**src/rtl/mc_ctrl_pkg.sv**
```systemverilog
// mc_ctrl_pkg: state, opcode and datapath-select encodings shared by the multicycle control unit.
package mc_ctrl_pkg;
   typedef enum logic [3:0] {
      S_FETCH     = 4'd0,
      S_DECODE    = 4'd1,
      S_MEM_ADDR  = 4'd2,
      S_MEM_READ  = 4'd3,
      S_MEM_WB    = 4'd4,
      S_MEM_WRITE = 4'd5,
      S_R_EXEC    = 4'd6,
      S_R_WB      = 4'd7,
      S_BRANCH    = 4'd8,
      S_JUMP      = 4'd9,
      S_I_EXEC    = 4'd10,
      S_I_WB      = 4'd11
   } state_t;
   localparam logic [5:0] OP_R    = 6'b000000;
   localparam logic [5:0] OP_LW   = 6'b100011;
   localparam logic [5:0] OP_SW   = 6'b101011;
   localparam logic [5:0] OP_BEQ  = 6'b000100;
   localparam logic [5:0] OP_J    = 6'b000010;
   localparam logic [5:0] OP_ADDI = 6'b001000;
   localparam logic [1:0] ALU_ADD   = 2'b00;
   localparam logic [1:0] ALU_SUB   = 2'b01;
   localparam logic [1:0] ALU_FUNCT = 2'b10;
   localparam logic [1:0] SRCB_B   = 2'b00;
   localparam logic [1:0] SRCB_ONE = 2'b01;
   localparam logic [1:0] SRCB_IMM = 2'b10;
   localparam logic [1:0] PCSRC_INC    = 2'b00;
   localparam logic [1:0] PCSRC_ALUOUT = 2'b01;
   localparam logic [1:0] PCSRC_JUMP   = 2'b10;
   localparam logic [1:0] PCSRC_ALU    = 2'b11;
endpackage

```
**src/rtl/mc_ctrl_decode.sv**
```systemverilog
// mc_ctrl_decode: combinational output decode from state, gated by mem_ready in FETCH and zero in BRANCH.
module mc_ctrl_decode
   import mc_ctrl_pkg::*;
(
   input  logic [3:0] state,
   input  logic       zero,
   input  logic       mem_ready,
   output logic       pcwrite,
   output logic [1:0] pc_source,
   output logic       ir_write,
   output logic       mem_read,
   output logic       mem_write,
   output logic       iord,
   output logic       reg_write,
   output logic       reg_dst,
   output logic       mem_to_reg,
   output logic       alu_src_a,
   output logic [1:0] alu_src_b,
   output logic [1:0] alu_op
);
   always_comb begin
      pcwrite    = 1'b0;
      pc_source  = PCSRC_INC;
      ir_write   = 1'b0;
      mem_read   = 1'b0;
      mem_write  = 1'b0;
      iord       = 1'b0;
      reg_write  = 1'b0;
      reg_dst    = 1'b0;
      mem_to_reg = 1'b0;
      alu_src_a  = 1'b0;
      alu_src_b  = SRCB_B;
      alu_op     = ALU_ADD;
      case (state)
         S_FETCH: begin
            mem_read = 1'b1;
            ir_write = mem_ready;
            pcwrite  = mem_ready;
         end
         S_DECODE: alu_src_b = SRCB_IMM;
         S_MEM_ADDR, S_I_EXEC: begin
            alu_src_a = 1'b1;
            alu_src_b = SRCB_IMM;
         end
         S_MEM_READ: begin
            mem_read = 1'b1;
            iord     = 1'b1;
         end
         S_MEM_WB: begin
            reg_write  = 1'b1;
            mem_to_reg = 1'b1;
         end
         S_MEM_WRITE: begin
            mem_write = 1'b1;
            iord      = 1'b1;
         end
         S_R_EXEC: begin
            alu_src_a = 1'b1;
            alu_op    = ALU_FUNCT;
         end
         S_R_WB: begin
            reg_write = 1'b1;
            reg_dst   = 1'b1;
         end
         S_BRANCH: begin
            alu_src_a = 1'b1;
            alu_op    = ALU_SUB;
            pc_source = PCSRC_ALUOUT;
            pcwrite   = zero;
         end
         S_JUMP: begin
            pcwrite   = 1'b1;
            pc_source = PCSRC_JUMP;
         end
         S_I_WB: reg_write = 1'b1;
         default: ;
      endcase
   end
endmodule

```
**src/rtl/mc_control_fsm.sv**
```systemverilog
// mc_control_fsm: multicycle control sequencer; holds state, next-state logic and the sticky illegal_op flag.
module mc_control_fsm
   import mc_ctrl_pkg::*;
(
   input  logic       clk,
   input  logic       rst,
   input  logic [5:0] opcode,
   input  logic       zero,
   input  logic       mem_ready,
   output logic       pcwrite,
   output logic [1:0] pc_source,
   output logic       ir_write,
   output logic       mem_read,
   output logic       mem_write,
   output logic       iord,
   output logic       reg_write,
   output logic       reg_dst,
   output logic       mem_to_reg,
   output logic       alu_src_a,
   output logic [1:0] alu_src_b,
   output logic [1:0] alu_op,
   output logic [3:0] state,
   output logic       illegal_op
);
   state_t state_q, state_d;
   logic   op_bad;
   always_ff @(posedge clk) begin
      if (rst) begin
         state_q    <= S_FETCH;
         illegal_op <= 1'b0;
      end else begin
         state_q <= state_d;
         if (op_bad) illegal_op <= 1'b1;
      end
   end
   always_comb begin
      state_d = S_FETCH;
      op_bad  = 1'b0;
      case (state_q)
         S_FETCH:     state_d = mem_ready ? S_DECODE : S_FETCH;
         S_DECODE:
            case (opcode)
               OP_LW, OP_SW: state_d = S_MEM_ADDR;
               OP_R:         state_d = S_R_EXEC;
               OP_ADDI:      state_d = S_I_EXEC;
               OP_BEQ:       state_d = S_BRANCH;
               OP_J:         state_d = S_JUMP;
               default:      op_bad  = 1'b1;
            endcase
         S_MEM_ADDR:  state_d = (opcode == OP_LW) ? S_MEM_READ : S_MEM_WRITE;
         S_MEM_READ:  state_d = mem_ready ? S_MEM_WB : S_MEM_READ;
         S_MEM_WRITE: state_d = mem_ready ? S_FETCH : S_MEM_WRITE;
         S_R_EXEC:    state_d = S_R_WB;
         S_I_EXEC:    state_d = S_I_WB;
         default:     state_d = S_FETCH;
      endcase
   end
   assign state = state_q;
   mc_ctrl_decode u_decode (
      .state      (state_q),
      .zero       (zero),
      .mem_ready  (mem_ready),
      .pcwrite    (pcwrite),
      .pc_source  (pc_source),
      .ir_write   (ir_write),
      .mem_read   (mem_read),
      .mem_write  (mem_write),
      .iord       (iord),
      .reg_write  (reg_write),
      .reg_dst    (reg_dst),
      .mem_to_reg (mem_to_reg),
      .alu_src_a  (alu_src_a),
      .alu_src_b  (alu_src_b),
      .alu_op     (alu_op)
   );
endmodule
```
**config.mk**
```make
export PLATFORM = sky130hd
export DESIGN_NAME = mc_control_fsm
export DESIGN_NICKNAME = d
export VERILOG_FILES = /design/src/rtl/mc_ctrl_pkg.sv /design/src/rtl/mc_ctrl_decode.sv /design/src/rtl/mc_control_fsm.sv
export SDC_FILE = /design/constraint.sdc
export NUM_CORES = 1
export LEC_CHECK = 0
export ABC_CLOCK_PERIOD_IN_PS = 1600
export CAP_MARGIN = 10
export CORE_MARGIN = 2
export CORE_UTILIZATION = 24
export CTS_CLUSTER_SIZE = 14
export DETAILED_ROUTE_END_ITERATION = 12
export PLACE_DENSITY_LB_ADDON = 0.2
export SYNTH_ARGS = -nofsm -noshare
export SYNTH_HDL_FRONTEND = slang
export SYNTH_HIERARCHICAL = 1
export SYNTH_SLANG_ARGS = --single-unit
```
**constraint.sdc**
```tcl
create_clock -name clk -period 1.6 [get_ports clk]
set_input_delay 0.24 -clock clk [delete_from_list [all_inputs] [get_ports clk]]
set_output_delay 0.24 -clock clk [all_outputs]
set_load 0.05 [all_outputs]
```
==> flow_summary.ini <==
[run_status]
status = complete, but fails checks
failed_checks = negative setup slack

[flow_run]
maxCapViolCount = 0

[final_layout]
seq_area_um2 = 115
drive_above_1_share_pct = 55.7
n_antenna_cell = 0
multiInputGateArea_um2 = 628
nets = 151
stdcell_count = 170
n_fill_cell = 205
area_growth_pct = 136

[clocking]
cts_max_path_buffers = 2
cts_hold_buf = 0
numCtsBuffers = 3
cts_tree = yes
cts_root_buffer = clkbuf_4
cts_sinks = 5
insertion_delay_ns = 0.24
clk_pin_slew_ns = 0.05
h-tree-depth = 1

[timing]
drv_slew = 0
setup_ws_ns = -0.00219
fmax_ghz = 0.624
setup-violations-final = 1
fin_crit_ns = 1.60
grt_setup_unrepaired = yes
finalCritPeriodShare_pct = 100
fin_worst_skew_ns = 0.00680
finalHoldViolations = 0

[power]
switching_share_pct = 36.8
ir_drop_v = 0.000272
clockPowerShare_pct = 24.8
p_comb_share_pct = 52.7
p_switching_uw = 217
p_leak_nw = 0.583
power.total_uw = 591
p_seq_share_pct = 22.5
cellPowerDensity_nw_per_um2 = 392
intPower_uw = 374

[worst_setup_path]
reg2reg_slack_ns = 0.07
path_class = reg2out
critPathTopFamily = simple AND/OR/NAND/NOR gates
critPathLaunchType = flop
required_ns = 1.36
cp_cell_sequence = or3b_1 -> a21oi_2 -> buf_12
critPathCaptureType = output pin
crit_arrival_ns = 1.36
critical_path_buf_inv_count = 1
cpPeakStageDelay_ns = 0.40
critical_path_peak_fanout = 6
crit_path_top_delay_cell = or3b_1

[global_routing]
antenna_found_initial = 0
grt_pass1_vias = 802
grt_pass1_wl_mm = 3.40
grt_max_degree = 12
track_usage_pct = 13.3
grt.overflow.total = 0

[synthesis]
synth_most_common_cell = nor2_1
synthArstFlopShare_pct = 0
netlist_area_um2 = 638
yosysSeqAreaShare_pct = 15.7
yosys.area.top_type = dfxtp_1
synth_ff_type = dfxtp_1
yosys-top-cells-area = dfxtp_1 16%, nand2b_1 5.9%, a21oi_1 4.7%
syn-num-nets = 96
ys_ff_latch = 5
yosys_warnings = 6
ys_top_cells_by_count = 7 x nor2_1, 6 x a21oi_1, 6 x nand2b_1, 6 x nor3_1, 6 x o21ai_0
synth.avg_cell_area_um2 = 7.42
synthCells = 86
synth_edf_count = 0
yosysTopAreaCellShare_pct = 15.7
yosysUniqueCellTypes = 39

[detailed_routing]
drtPass1Iterations = 5
drt-total-wl_mm = 2.02
postRouteAntennaNets = 0
vias = 852
route.detailed.drc = 0
wl_per_cell_um = 11.9
vias_per_cell = 5.01
drt_iter0_markers = 11

[floorplanning]
die_h_um = 55.6
die-area_um2 = 3090
initial_core_util_pct = 25.5
die_w_um = 55.6
rows = 18
core_um2 = 2500
io_pins = 30

[min_path]
hp-class = reg2reg

[placed_design]
place.port_buffers = 28
place.gp.congestion = 0.756
dp_hpwl_mm = 1.52
dpl.cell_count = 154
==> layer usage <==
| layer | track usage, % | routed length, µm | vias to the layer above |
|---|---|---|---|
| li1 | - | - | 429 |
| met1 | 14.8 | 790 | 394 |
| met2 | 25.7 | 1120 | 29 |
| met3 | 2.34 | 108 | 0 |
| met4 | 3.14 | 0 | 0 |
| met5 | 0 | 0 | - |
==> what timing repair did <==
item,4_1_cts,5_1_grt
resized for setup,10,2
buffers inserted,12,0
hold endpoints to repair,0,0
setup endpoints to repair,12,8
pin swaps,2,3
==> registers in the layout, indices dropped and copies added (netlist names) <==
| signal | flops |
|---|---|
| state | 4 |
| illegal_op | 1 |
==> kinds of logic after synthesis <==
logic type             after synthesis  share of synthesized area [%]
other                                1                          0.588
flip-flops                           5                           15.7
AND/OR/NAND/NOR                     40                           39.2
buffers and inverters               11                           10.8
XOR/XNOR                             4                           6.67
AO/OA/AOI/OAI                       25                           27.1
==> worst reg2reg max path, delay by kind of cell (launching register included) <==
family                 cells  cell delay [ns]
buffers and inverters      1             0.13
AO/OA/AOI/OAI              2             0.24
flip-flops                 1             0.35
AND/OR/NAND/NOR            2             0.70
==> layout by cell type, fill, tap and decap left out, types with 2 or more instances in the layout <==
cell             count
a211oi_1             2
dfxtp_4              4
buf_4               29
a21oi_1              4
buf_12              18
nand2b_2             2
nor3_4               5
clkdlybuf4s50_1      8
nor3_1               2
o2111ai_1            2
nor2_1               5
nand2b_1             3
nand2b_4             2
inv_1                2
o21ai_0              6
buf_6                2
nand2_1              5
clkbuf_4             3
==> power groups by stage <==
stage,registers [mW],clock network (mW),logic (mW)
final,0.133,0.146,0.311
after global routing,0.134,0.163,0.328
after CTS,0.133,0.154,0.313
after detailed placement,0.143,0,0.286
after global placement,0.142,0,0.283
after floorplan,0.152,0,0.141
==> worst paths after layout <==
| check | cells after the start | start | endpoint |
|---|---|---|---|
| worst max-delay path | 3 | state[3]$_SDFF_PP0_ | alu_src_b[1] |
| worst min-delay path | 2 | illegal_op$_SDFFE_PP0P_ | illegal_op$_SDFFE_PP0P_ |
| worst max register to register | 5 | state[3]$_SDFF_PP0_ | state[2]$_SDFF_PP0_ |
| worst min register to register | 2 | illegal_op$_SDFFE_PP0P_ | illegal_op$_SDFFE_PP0P_ |
==> through the flow <==
stage	hold slack [ns]	setup WS, ns	setup TNS [ns]	util, %	area (µm²)
after global routing	0.508	-0.0605	-0.201	60.3	1510
after CTS	0.489	-0.00442	-0.00442	59.9	1500
after floorplan	0.303	-0.0702	-0.176	-	786
after global placement	0.471	-0.0687	-0.0687	54.1	1350
after detailed placement	0.473	-0.0906	-0.112	54.1	1350
final	0.482	-0.00219	-0.00219	60.3	1510
==> area by class of cell <==
type | count | share of cell area, %
well taps | 30 | 2.49
inverters | 3 | 0.747
repair buffers | 58 | 45.7
clock buffers | 4 | 1.74
flip-flops and latches | 5 | 7.63
multi-input cells | 70 | 41.7
No activity file was read; power rests on OpenSTA's default activity.
